File: src/rtl/vga_mem_arbiter.sv
// vga_mem_arbiter: shares one memory command port between display read bursts and drawing writes.
// Optional feature macro VGA_ARB_UNDERRUN_EN enables the sticky underrun flag.
module vga_mem_arbiter #(
    parameter int ADDR_W    = 20,
    parameter int DATA_W    = 16,
    parameter int BURST_LEN = 16
) (
    input  logic              pixel_clk,
    input  logic              reset,
    input  logic              disp_req,
    input  logic [ADDR_W-1:0] disp_addr,
    output logic              disp_ack,
    output logic [DATA_W-1:0] disp_rdata,
    output logic              disp_rvalid,
    output logic              disp_done,
    input  logic              draw_valid,
    output logic              draw_ready,
    input  logic [ADDR_W-1:0] draw_addr,
    input  logic [DATA_W-1:0] draw_wdata,
    output logic              mem_cmd_valid,
    input  logic              mem_cmd_ready,
    output logic              mem_cmd_we,
    output logic [ADDR_W-1:0] mem_cmd_addr,
    output logic [DATA_W-1:0] mem_cmd_wdata,
    input  logic [DATA_W-1:0] mem_rdata,
    input  logic              mem_rvalid,
    input  logic              line_start,
    output logic              underrun
);
    localparam int CW = $clog2(BURST_LEN + 1);
    typedef enum logic [1:0] {IDLE, DISP_CMD, DISP_WAIT} state_t;
    state_t            state;
    logic [ADDR_W-1:0] rd_addr;
    logic [CW-1:0]     cmd_cnt;
    logic [CW-1:0]     rd_out;
    logic              rd_cmd;
    logic              draw_ok;
    logic              rd_hs;
    assign rd_cmd  = state == DISP_CMD;
    assign draw_ok = (state == IDLE && !disp_req) || state == DISP_WAIT;
    assign rd_hs   = rd_cmd && mem_cmd_ready;
    // Command mux and read-return gating; a pending display request blocks draws in IDLE
    always_comb begin
        mem_cmd_valid = rd_cmd || (draw_ok && draw_valid);
        mem_cmd_we    = !rd_cmd;
        mem_cmd_addr  = rd_cmd ? rd_addr : draw_addr;
        mem_cmd_wdata = draw_wdata;
        draw_ready    = draw_ok && mem_cmd_ready;
        disp_rvalid   = mem_rvalid && rd_out != '0;
        disp_rdata    = mem_rdata;
        disp_done     = disp_rvalid && state == DISP_WAIT && rd_out == CW'(1);
    end
    // Burst sequencer: accept, issue BURST_LEN reads, then wait for the last return
    always_ff @(posedge pixel_clk or posedge reset) begin
        if (reset) begin
            state    <= IDLE;
            rd_addr  <= '0;
            cmd_cnt  <= '0;
            disp_ack <= 1'b0;
        end else begin
            disp_ack <= 1'b0;
            case (state)
                IDLE: if (disp_req) begin
                    state    <= DISP_CMD;
                    rd_addr  <= disp_addr;
                    cmd_cnt  <= '0;
                    disp_ack <= 1'b1;
                end
                DISP_CMD: if (mem_cmd_ready) begin
                    rd_addr <= rd_addr + 1'b1;
                    cmd_cnt <= cmd_cnt + 1'b1;
                    if (cmd_cnt == CW'(BURST_LEN - 1)) state <= DISP_WAIT;
                end
                DISP_WAIT: if (disp_done) state <= IDLE;
                default: state <= IDLE;
            endcase
        end
    end
    // Outstanding reads; simultaneous issue and return leave the count unchanged
    always_ff @(posedge pixel_clk or posedge reset) begin
        if (reset) rd_out <= '0;
        else if (rd_hs && !disp_rvalid) rd_out <= rd_out + 1'b1;
        else if (!rd_hs && disp_rvalid) rd_out <= rd_out - 1'b1;
    end
`ifdef VGA_ARB_UNDERRUN_EN
    // Sticky flag: a line started while a burst was still in flight
    always_ff @(posedge pixel_clk or posedge reset) begin
        if (reset) underrun <= 1'b0;
        else if (line_start && state != IDLE) underrun <= 1'b1;
    end
`else
    logic unused_line_start;
    assign unused_line_start = line_start;
    assign underrun = 1'b0;
`endif
endmodule

File: config.mk
export PLATFORM = sky130hd
export DESIGN_NAME = vga_mem_arbiter
export DESIGN_NICKNAME = d
export VERILOG_FILES = /design/src/rtl/vga_mem_arbiter.sv
export SDC_FILE = /design/constraint.sdc
export NUM_CORES = 1
export LEC_CHECK = 0
export BUFFER_PORTS_ARGS = -buffer_cell sky130_fd_sc_hd__buf_2
export CORE_MARGIN = 2
export CORE_UTILIZATION = 41
export CTS_CLUSTER_DIAMETER = 40
export CTS_CLUSTER_SIZE = 8
export DETAILED_ROUTE_END_ITERATION = 10
export PLACE_DENSITY_LB_ADDON = 0.12
export RECOVER_POWER = 25
export SYNTH_ARGS = -nofsm -noshare
export SYNTH_HDL_FRONTEND = slang
export SYNTH_SLANG_ARGS = --single-unit
export TNS_END_PERCENT = 50
File: constraint.sdc
create_clock -name pixel_clk -period 2.1 [get_ports pixel_clk]
set_input_delay 0.42 -clock pixel_clk [delete_from_list [all_inputs] [get_ports pixel_clk]]
set_output_delay 0.42 -clock pixel_clk [all_outputs]
set_load 0.02 [all_outputs]
Yosys cells after proc, flatten, opt, wreduce, memory -nomap -nowiden
Cells that the tools add are included.

storage, ports and cells
  register bits = 33
  input bits = 79
  output and inout bits = 59
  word-level logic and storage cells = 54

cells by class
  add/sub/neg operators = 4
  eq/ne operators = 8
  mux-type cells = 16
  reduce and logical (&&, ||, !) cells = 21

operators by type and width
  kind                                              count
  two-way mux 20 bit                                3
  one-hot mux 20 bit (2 select lines)               1
  adder 20 x 1 -> 20 bit, second input constant     1
  two-way mux 5 bit                                 4
  adder 5 x 1 -> 5 bit, second input constant       2
  one-hot mux 5 bit (2 select lines)                1
  logical AND 1 bit                                 9
  two-way mux 2 bit                                 4
  != test 2 bit, second input constant              3
  one-hot mux 2 bit (3 select lines)                1
  == test 5 x 1 -> 1 bit, second input constant     1
  == test 5 x 4 -> 1 bit, second input constant     1
  nonzero test 5 bit                                1
  subtractor 5 x 1 -> 5 bit, second input constant  1
  logical NOT 1 bit                                 4
  AND reduction 4 bit                               1
  nonzero test 2 bit                                2
  AND reduction 3 bit                               1
  == test 2 x 1 -> 1 bit, second input constant     1
  == test 2 bit, second input constant              1
  logical NOT 2 bit                                 1
  logical OR 1 bit                                  2
  two-way mux 1 bit                                 2
  != test 2 x 1 -> 1 bit, second input constant     1

Logic depth before layout (Yosys ltp)
Gate-level depths: netlist (run 1).

  word-level depth = 6
  depth in mapped cells = 8
  mapped depth without buffers = 8

Worst setup path after synthesis (run 1)
Ideal clock, no wire load.

  path type = register to register
  from = reg state[0]
  to = reg rd_out[4]
  library setup time = 0.079 ns
  data arrival time = 2.025 ns
  required time = 2.021 ns
  slack = -0.004 ns
  cell stages (with the launch flop) = 9
  buffers on the path = 1
  period minus slack after synthesis = 2.104 ns
  cell sequence = dfrtp_1 -> nor2b_1 -> buf_2 -> nand2_1 -> inv_1 -> ha_1 -> or4b_2 -> a21oi_1 -> xor2_1

between the ends
  cells in the longest elaborated chain, start to end = 5
  elaborated cells between the ends (all ways) = 7
  classes of those cells = 1 x eq/ne; 1 x mux; 5 x reduce/logical

ends and longest elaborated chain
  element                              line  text
  start, declared                      32    state_t state;
  start signal, assigned               56    state <= IDLE;
  start signal, assigned               64    state <= DISP_CMD;
  start signal, assigned               72    if (cmd_cnt == CW'(BURST_LEN - 1)) state <= DISP_WAIT;
  == test 2 x 1 -> 1 bit (*)           39    assign rd_cmd = state == DISP_CMD;
  logical AND 1 bit (*)                41    assign rd_hs = rd_cmd && mem_cmd_ready;
  logical NOT 1 bit                    83    else if (!rd_hs && disp_rvalid) rd_out <= rd_out - 1'b1;
  logical AND 1 bit                    83
  nonzero test 2 bit (no source line)  --
  end signal, assigned                 82    else if (rd_hs && !disp_rvalid) rd_out <= rd_out + 1'b1;
  end signal, assigned                 83
  end, declared                        35    logic [CW-1:0] rd_out;

Mark *: on every way between the ends. The rest lies on a longest branch, timed or not.
A chain may end at the register's enable or synchronous reset.

Worst setup path in the final report (run 1)
  from = reg state[0]
  to = out mem_cmd_addr[5]

between the ends
  cells in the longest elaborated chain, start to end = 2

ends and longest elaborated chain
  element                 line  text
  == test 2 x 1 -> 1 bit  39
  two-way mux 20 bit      46    mem_cmd_addr = rd_cmd ? rd_addr : draw_addr;
  end, declared           23    output logic [ADDR_W-1:0] mem_cmd_addr,

Every way passes these cells.

==> impl_results.md, run 1 <==
- Register area: 826 um2
- DR WL/cell: 13.9 um
- Grt total ovfl: 0
- Max Buffers Root-to-Sink: 2
- Gate power share: 0.613
- Sw Ratio: 0.491
- CTS clk-pin slew, worst paths: about 70 ps
- Flops & latches, synth: 33
- Synth Area in Compound Gates: 0.162
- Placed insts: 451
- Diodes inserted: 0
- Placement Cell Area: 0.00281 mm2
- Vias in the first global route: about 2,300
- Aggregate global-route resource usage: 0.189
- Commonest non-fill, non-tap cells in the layout: nand2_1 (87), buf_2 (71), dfrtp_1 (33), a21oi_1 (20)
- Synth Area in Adders: 0.0391
- Simple-Gate Fraction of Synth Area: 0.293
- Max FO, Critical Path: 20
- CTS tree: done
- Die Area: slightly below 0.007 mm2
- Initial antenna violation count: 0
- Maximum clock frequency: roughly 500 MHz
- Run status: finished, final reports clean
- Final Max Slew Viols: 0
- Final Hold Violating Endpoints: 0
- First-pass GRT wire length: ~11,000 um
- Syn Nets: ~430
- Root Buffer: clkbuf_8
- Worst Setup Start Kind: flip-flop
- Psw: roughly 2.2 mW
- Chip width: ~83 um
- Most common cell after layout, fill and taps aside: nand2_1
- Nets: 472
- Seq/Total Area, Yosys: 0.323
- Skew-Pair Late Insertion Delay: ~280 ps
- Die Y: slightly above 80 um
- Worst-Margin Slew: around 850 ps
- Fin worst setup slack: between 100 and 150 ps
- DP Wirelength: 4570 um
- Place WS: about 110 ps
- Final instance area: between 0.002 and 0.003 mm2
- Leak: about 1.5 nW
- PwrDens: roughly 1500 mW/mm2
- RSZ-0062 raised after global routing: no
- Reg-to-Reg Start: rd_out[1]
- Largest family of logic cells by synthesized area: simple AND/OR/NAND/NOR gates
- Final TNS setup: 0 ps
- Slew HR: 0.431
- Largest net degree at the start of global routing: 34
- Main synth FF type: dfrtp_1
- Warnings, synthesis: 0
- Final period utilization: 0.943
- Flop pwr share: 0.282
- Drt pass-1 iters: 4
- Number of buffers created by CTS: 5
- Worst EP arrival: roughly 1600 ps
- Final wirelength: between 6000 and 7000 um
- Initial Util: 0.427
- Synthesized area: 0.00256 mm2
- CP endpoint kind: primary output
- Post-synth ARST share: 1.00
- Fin crit period: approximately 2000 ps
- First-iteration detailed-routing DRC count: between 100 and 150
- Row cnt: 28
- Pint: approximately 2.3 mW
- Core Box Area: approximately 0.0060 mm2
- Via count: 2,431
- Via density: roughly 5.3
- Cts hold-fix bufs: 0
- Hold WC Path Type: input port to async pin
- WP data required: approximately 1700 ps
- Routed Antenna Nets: 0
- Clock Power Share: 0.105
- Max IR drop VDD: ~0.66 mV
- Post-Synthesis Mean Instance Area: about 7.6 um2
- # H-tree levels: 2
- Final Non-Filler Cells: 461
- Crit Path Category: flip-flop to primary output
- Area delta synth->final: 15.4%
- Final-layout fill cell count: between 500 and 600
- Max-cap violations: 0
- Placer congestion estimate: about 0.86
- Post-synthesis mux area share: 0.00391
- I/O Buffers: 71
- Num ports: about 140
- Worst Skew: roughly 4.7 ps
- Multi-input logic area: ~0.0014 mm2
- Post-synth EDFFs: 0
- Cells after Synth: around 340
- Yosys cell types: 48
- Crit path from: state[0]
- Clk sinks: 33
- Residual DRC: 0
- Xor/xnor share of the synthesized area: 0.0240
- Layout cells sized above 1: 0.277
- Final setup viols: 0
routing by layer:
layer / vias up / track usage / wire (um)
met3: 12 / 0.0378 / 326
met4: 0 / 0.0611 / 106
li1: 1233 / - / -
met5: - / 0 / 0
met1: 1119 / 0.258 / 3010
met2: 67 / 0.301 / 2980
cells by family (layout without fill, tap and decap cells):
| kind of cell | Yosys count | after routing |
|---|---|---|
| AO/OA/AOI/OAI | 67 | 67 |
| other | 1 | 1 |
| AND/OR/NAND/NOR | 158 | 158 |
| adder cells (fa/ha/maj) | 8 | 8 |
| multiplexers | 1 | 1 |
| buffers and inverters | 63 | 111 |
| flip-flops | 33 | 33 |
| XOR/XNOR | 7 | 7 |
final timing paths:
path                                   endpoint  slack, ps  cells past startpoint
worst max-delay path            mem_cmd_addr[5]        120                      7
worst min-delay path                   state[1]        370                      3
worst max register to register        rd_out[4]        130                      8
worst min register to register        rd_out[4]        490                      1
max in group asynchronous            rd_addr[8]       1180                      3
min in group pixel_clk              rd_addr[16]        370                      3
flip-flops by register name (all words and copies together) (netlist names):
signal	flops
rd_addr	20
state	2
disp_ack	1
rd_out	5
cmd_cnt	5
timing repair:
action                                 4_1_cts  5_1_grt
setup buffers                                0        1
endpoints found under the hold margin        0        0
resized for setup                            4        3
cloned                                       0        1
setup endpoints to repair                   21       15
cell usage after synthesis (all sizes together) (3+ instances only):
cell type | count | area, um2
a21oi | 21 | 105
a2bb2oi | 5 | 43.8
a31oi | 3 | 18.8
and3 | 4 | 26.3
buf | 44 | 322
clkbuf | 9 | 33.8
dfrtp | 33 | 826
ha | 8 | 100
inv | 10 | 37.5
nand2 | 87 | 327
nand3 | 15 | 87.6
nand4 | 11 | 68.8
nor2 | 13 | 48.8
nor2b | 3 | 18.8
nor3 | 5 | 25.0
nor4 | 3 | 18.8
o21ai | 17 | 85.1
o22ai | 7 | 43.8
or3 | 3 | 18.8
xor2 | 6 | 52.6
per-stage QoR:
step | util | hold slack (ps) | power [mW]
CTS | 0.486 | 231 | 4.43
detailed placement | 0.470 | 462 | 3.91
floorplan | - | 443 | 3.20
global placement | 0.470 | 459 | 3.88
global route | 0.493 | 404 | 4.92
finish | 0.493 | 372 | 4.47
area by class of cell:
| class | count | share of cell area |
|---|---|---|
| flip-flops and latches | 33 | 0.280 |
| inverters | 10 | 0.0127 |
| clock buffers | 8 | 0.0271 |
| multi-input cells | 242 | 0.460 |
| repair buffers | 93 | 0.188 |
| well taps | 75 | 0.0318 |
power groups by stage:
| stage | clock network (mW) | registers (mW) | logic (mW) |
|---|---|---|---|
| final | 0.468 | 1.26 | 2.74 |
| after global placement | 0 | 1.25 | 2.62 |
| after CTS | 0.488 | 1.25 | 2.69 |
| after floorplan | 0 | 1.19 | 2.02 |
| after global routing | 0.522 | 1.32 | 3.09 |
| after detailed placement | 0 | 1.26 | 2.65 |
worst max-delay path, cell delays in order, from the launching register on:
cell and delay (ps):
dfrtp_1 390, nor2b_4 150, buf_12 150, inv_1 80
buf_6 200, nand2_1 80, nand2_1 70, buf_2 160
Power figures use the tool's default switching activity.
==> run 2, diff against run 1 <==
--- a/config.mk
+++ b/config.mk
@@ -11,7 +11,7 @@
 export CTS_CLUSTER_DIAMETER = 40
 export CTS_CLUSTER_SIZE = 8
 export DETAILED_ROUTE_END_ITERATION = 10
-export PLACE_DENSITY_LB_ADDON = 0.12
+export PLACE_DENSITY = 0.83
 export RECOVER_POWER = 25
 export SYNTH_ARGS = -nofsm -noshare
 export SYNTH_HDL_FRONTEND = slang
==> impl_results.md, run 2 (synthesis results as in run 1) <==
- Final instance area: just under 0.003 mm2
- Nets: 467
- Worst-Margin Slew: roughly 850 ps
- # H-tree levels: 2
- WP data required: around 1700 ps
- Aggregate global-route resource usage: 0.186
- Hold WC Path Type: input port to async pin
- Final period utilization: 0.965
- Fin crit period: 2030 ps
- DP Wirelength: about 4800 um
- CP endpoint kind: primary output
- Most common cell after layout, fill and taps aside: nand2_1
- Drt pass-1 iters: 4
- Area delta synth->final: 15.5%
- Initial antenna violation count: 0
- Top reg by flops: rd_addr
- Grt total ovfl: 0
- Via density: approximately 5.6
- Diodes inserted: 0
- Row cnt: 28
- Chip width: between 80 and 90 um
- Fin Hold WS: ~360 ps
- Final TNS setup: 0 ps
- Die Area: slightly below 0.007 mm2
- First-pass GRT wire length: roughly 11,000 um
- Largest register FFs: 20
- Flop pwr share: 0.273
- Num ports: about 140
- R2R setup slack: approximately 180 ps
- First-iteration detailed-routing DRC count: about 210
- Final setup viols: 0
- Max-cap violations: 0
- PwrDens: 1590 mW/mm2
- Largest regs: rd_addr x20, cmd_cnt x5, rd_out x5
- Sw Ratio: 0.479
- Commonest non-fill, non-tap cells in the layout: nand2_1 (87), buf_2 (71), dfrtp_1 (33), a21oi_1 (20), o21ai_0 (17)
- Worst Setup Start Kind: flip-flop
- Leak: between 1 and 1.5 nW
- Die Y: just over 80 um
- Final Max Slew Viols: 0
- Slew HR: 0.435
- Max FO, Critical Path: 24
- Design Power: approximately 4.7 mW
- Maximum clock frequency: 494 MHz
- Psw: 2.25 mW
- Gate power share: 0.571
- Clk sinks: 33
- Number of buffers created by CTS: 5
- Skew-Pair Late Insertion Delay: 300 ps
- Worst Skew: 5.72 ps
- Core Box Area: 0.00599 mm2
- Layout cells sized above 1: 0.281
- Initial Util: 0.427
- Residual DRC: 0
- Via count: between 2,000 and 3,000
- Crit path from: state[1]
- Run status: finished, final reports clean
- CTS clk-pin slew, worst paths: 80 ps
- DR WL/cell: approximately 15 um
- Largest net degree at the start of global routing: 34
- Vias in the first global route: between 2,000 and 2,500
- Crit Path Category: flip-flop to primary output
- Pint: approximately 2.5 mW
- I/O Buffers: 71
- Max Buffers Root-to-Sink: 2
- Worst EP arrival: around 1600 ps
- Post-CTS setup buffer count: 0
- Reg-to-Reg Start: rd_out[1]
- Routed Antenna Nets: 0
- Placement Cell Area: approximately 0.0028 mm2
- Final-layout fill cell count: ~580
- Placer congestion estimate: between 0.9 and 1
- Root Buffer: clkbuf_8
- Clock Power Share: 0.156
- Max IR drop VDD: 0.555 mV
- Final Hold Violating Endpoints: 0
- CTS tree: done
- Final wirelength: around 6600 um
run 2: worst paths after layout:
check / endpoint / cells after the start
hold / removal: rd_addr[19] / 3
setup / recovery: mem_cmd_addr[9] / 7
max in group asynchronous: rd_addr[7] / 3
hold reg to reg: rd_out[4] / 1
setup reg to reg: rd_out[3] / 8
min in group pixel_clk: rd_addr[1] / 3
run 2: cell type report:
cell class                 count  area [um2]  share of cell area
clock buffer                   5        68.8              0.0233
timing repair buffer          88         500               0.169
clock inverter                 3        65.1              0.0220
sequential                    33         826               0.280
multi-input combinational    242        1360               0.461
inverter                      10        37.5              0.0127
tap                           75        93.8              0.0318
run 2: critical path: stages, from the launching register on:
cell and delay (ps):
dfrtp_1 410, nor2b_4 160, buf_12 170, inv_1 60
buf_4 200, nand2_1 90, nand2_1 60, buf_2 150
run 2: power groups by stage:
stage | combinational (mW) | sequential, mW | clock, mW
6_report | 2.68 | 1.29 | 0.735
5_1_grt | 2.98 | 1.33 | 0.758
4_1_cts | 2.66 | 1.26 | 0.736
3_5_place_dp | 2.63 | 1.27 | 0
3_3_place_gp | 2.54 | 1.25 | 0
2_1_floorplan | 2.02 | 1.19 | 0
run 2: repair_timing:
action	4_1_cts	5_1_grt
hold buffers	0	0
gates cloned	0	0
pin swaps	0	2
setup endpoints to repair	12	14
gates resized for setup	3	7
run 2: stage by stage:
stage               cells  utilization  worst slack, ps
floorplan             338            -             40.5
global placement      448        0.466              159
detailed placement    448        0.466             10.7
CTS                   456        0.490             15.4
global route          456        0.493            -2.01
finish                456        0.493             74.5
run 2: layer usage:
| metal | vias up | share of wire | wire (um) | GRT usage |
|---|---|---|---|---|
| li1 | 1224 | - | - | - |
| met1 | 1151 | 0.41 | 2710 | 0.211 |
| met2 | 142 | 0.49 | 3250 | 0.326 |
| met3 | 19 | 0.079 | 525 | 0.0517 |
| met4 | 0 | 0.021 | 138 | 0.0760 |
| met5 | - | 0 | 0 | 0 |
==> run 3, diff against run 2 <==
--- a/config.mk
+++ b/config.mk
@@ -6,7 +6,6 @@
 export NUM_CORES = 1
 export LEC_CHECK = 0
 export BUFFER_PORTS_ARGS = -buffer_cell sky130_fd_sc_hd__buf_2
-export CORE_MARGIN = 2
 export CORE_UTILIZATION = 41
 export CTS_CLUSTER_DIAMETER = 40
 export CTS_CLUSTER_SIZE = 8
==> constraint.sdc (replaced) <==
create_clock -name pixel_clk -period 2.1 [get_ports pixel_clk]
set_input_delay 0.315 -clock pixel_clk [delete_from_list [all_inputs] [get_ports pixel_clk]]
set_output_delay 0.315 -clock pixel_clk [all_outputs]
set_load 0.02 [all_outputs]
==> impl_results.md, run 3 (synthesis results as in run 1) <==
- Max layer used: met4
- Initial Util: 0.430
- Via count: roughly 2,500
- Maximum clock frequency: 501 MHz
- CTS tree: done
- Cts hold-fix bufs: 0
- R2r worst-path depth: 9
- Aggregate global-route resource usage: 0.200
- Worst-Margin Slew: between 800 and 900 ps
- Final-layout fill cell count: a little over 600
- Core Box Area: about 0.006 mm2
- R2R setup slack: ~100 ps
- Number of buffers created by CTS: 5
- Largest register FFs: 20
- WP data required: 2300 ps
- Max-cap violations: 0
- Max FO, Critical Path: 5
- Leak: between 1 and 1.5 nW
- Multi-input logic area: around 0.0014 mm2
- Num ports: roughly 140
- Largest regs: rd_addr x20, cmd_cnt x5, rd_out x5
- First-iteration detailed-routing DRC count: about 180
- Via density: between 5 and 6
- # H-tree levels: 2
- Grt total ovfl: 0
- Reg-to-Reg Start: rd_out[1]
- Run status: finished, final reports clean
- Worst Setup Start Kind: flip-flop
- Final period utilization: 0.950
- Met2 Wirelength: between 3000 and 4000 um
- Drt pass-1 iters: 4
- Largest net degree at the start of global routing: 50
- Fin crit period: between 1500 and 2000 ps
- Metal3 WL: roughly 490 um
- Commonest non-fill, non-tap cells in the layout: nand2_1 (87), buf_2 (71), dfrtp_1 (33), a21oi_1 (19), o21ai_0 (17)
- Placer congestion estimate: approximately 0.80
- Final TNS setup: 0 ps
- Worst EP arrival: about 2200 ps
- Layout cells sized above 1: 0.284
- Root Buffer: clkbuf_8
- Vias in the first global route: 2,273
- PwrDens: 1560 mW/mm2
- CP endpoint kind: flip-flop
- I/O Buffers: 71
- Skew-Pair Late Insertion Delay: between 200 and 300 ps
- Max IR drop VDD: about 0.56 mV
- CTS clk-pin slew, worst paths: roughly 70 ps
- DR WL/cell: between 10 and 15 um
- Diodes inserted: 0
- Nets: ~470
- Slew HR: 0.432
- Hold WC Path Type: input port to async pin
- Initial antenna violation count: 0
- Top reg by flops: rd_addr
- Residual DRC: 0
- Most common cell after layout, fill and taps aside: nand2_1
- M1 WL: 2550 um
- Die Area: around 0.0066 mm2
- Register area: between 800 and 900 um2
- Routed Antenna Nets: 0
- Clk sinks: 33
- Crit Path Category: flip-flop to flip-flop
- Max Buffers Root-to-Sink: 2
- Reg-to-Reg End: rd_out[3]
- Row cnt: 28
- DP Wirelength: ~4700 um
- Area delta synth->final: 14.1%
- Design Power: 4.56 mW
- Final wirelength: about 6500 um
- Final Max Slew Viols: 0
- Final Hold Violating Endpoints: 0
- Worst Skew: around 2.6 ps
- Chip width: 81 um
- First-pass GRT wire length: roughly 10000 um
- Final setup viols: 0
- Die Y: between 80 and 90 um
==> run 3: what timing repair did <==
action                                  CTS  global route
resized for setup                         0             8
buffers inserted                          0             1
endpoints found under the setup margin    0            13
==> run 3: worst max-delay path by stage <==
| stage | from | to | slack, ps | cells after the start |
|---|---|---|---|---|
| 2_1_floorplan | state[0] | rd_out[4] | 40 | 8 |
| 3_3_place_gp | rd_out[0] | rd_out[4] | 160 | 8 |
| 3_5_place_dp | rd_out[1] | rd_out[4] | 40 | 8 |
| 4_1_cts | rd_out[1] | rd_out[4] | 20 | 8 |
| 5_1_grt | rd_out[1] | rd_out[4] | -1 | 8 |
| 6_report | rd_out[1] | rd_out[3] | 100 | 9 |
==> run 3: routing by layer <==
metal  up-vias  track usage
met3        29       0.0539
met4         0        0.125
met2       116        0.335
met5         -            0
met1      1129        0.223
li1       1222            -
==> run 3: area by class of cell <==
class                           count  area share
Inverter                           10      0.0129
Sequential cell                    33       0.283
Clock inverter                      1      0.0103
Tap cell                           75      0.0321
Timing Repair Buffer               87       0.163
Clock buffer                        7      0.0296
Multi-Input combinational cell    242       0.469
==> run 3: stage by stage <==
step	instance area (um2)	std cells	utilization	setup slack [ps]	hold WS, ps
after floorplan	2560	338	-	40.5	443
after global placement	2780	446	0.466	164	435
after detailed placement	2780	446	0.466	37.5	436
after CTS	2890	454	0.486	24.2	128
after global routing	2920	455	0.490	-1.39	294
final	2920	455	0.490	105	272
==> run 3: critical path, stage by stage, from the launching register on <==
cell	delay, ps
dfrtp_1	370
inv_2	60
ha_2	180
nand2_1	50
nand2_1	70
ha_2	190
buf_4	150
or4_4	530
a21oi_2	160
xor2_1	160
==> run 3: where the power goes <==
part / total, mW / switching, mW / internal (mW)
combinational: 2.65 / 1.63 / 1.02
sequential: 1.28 / 0.346 / 0.935
clock: 0.623 / 0.236 / 0.387
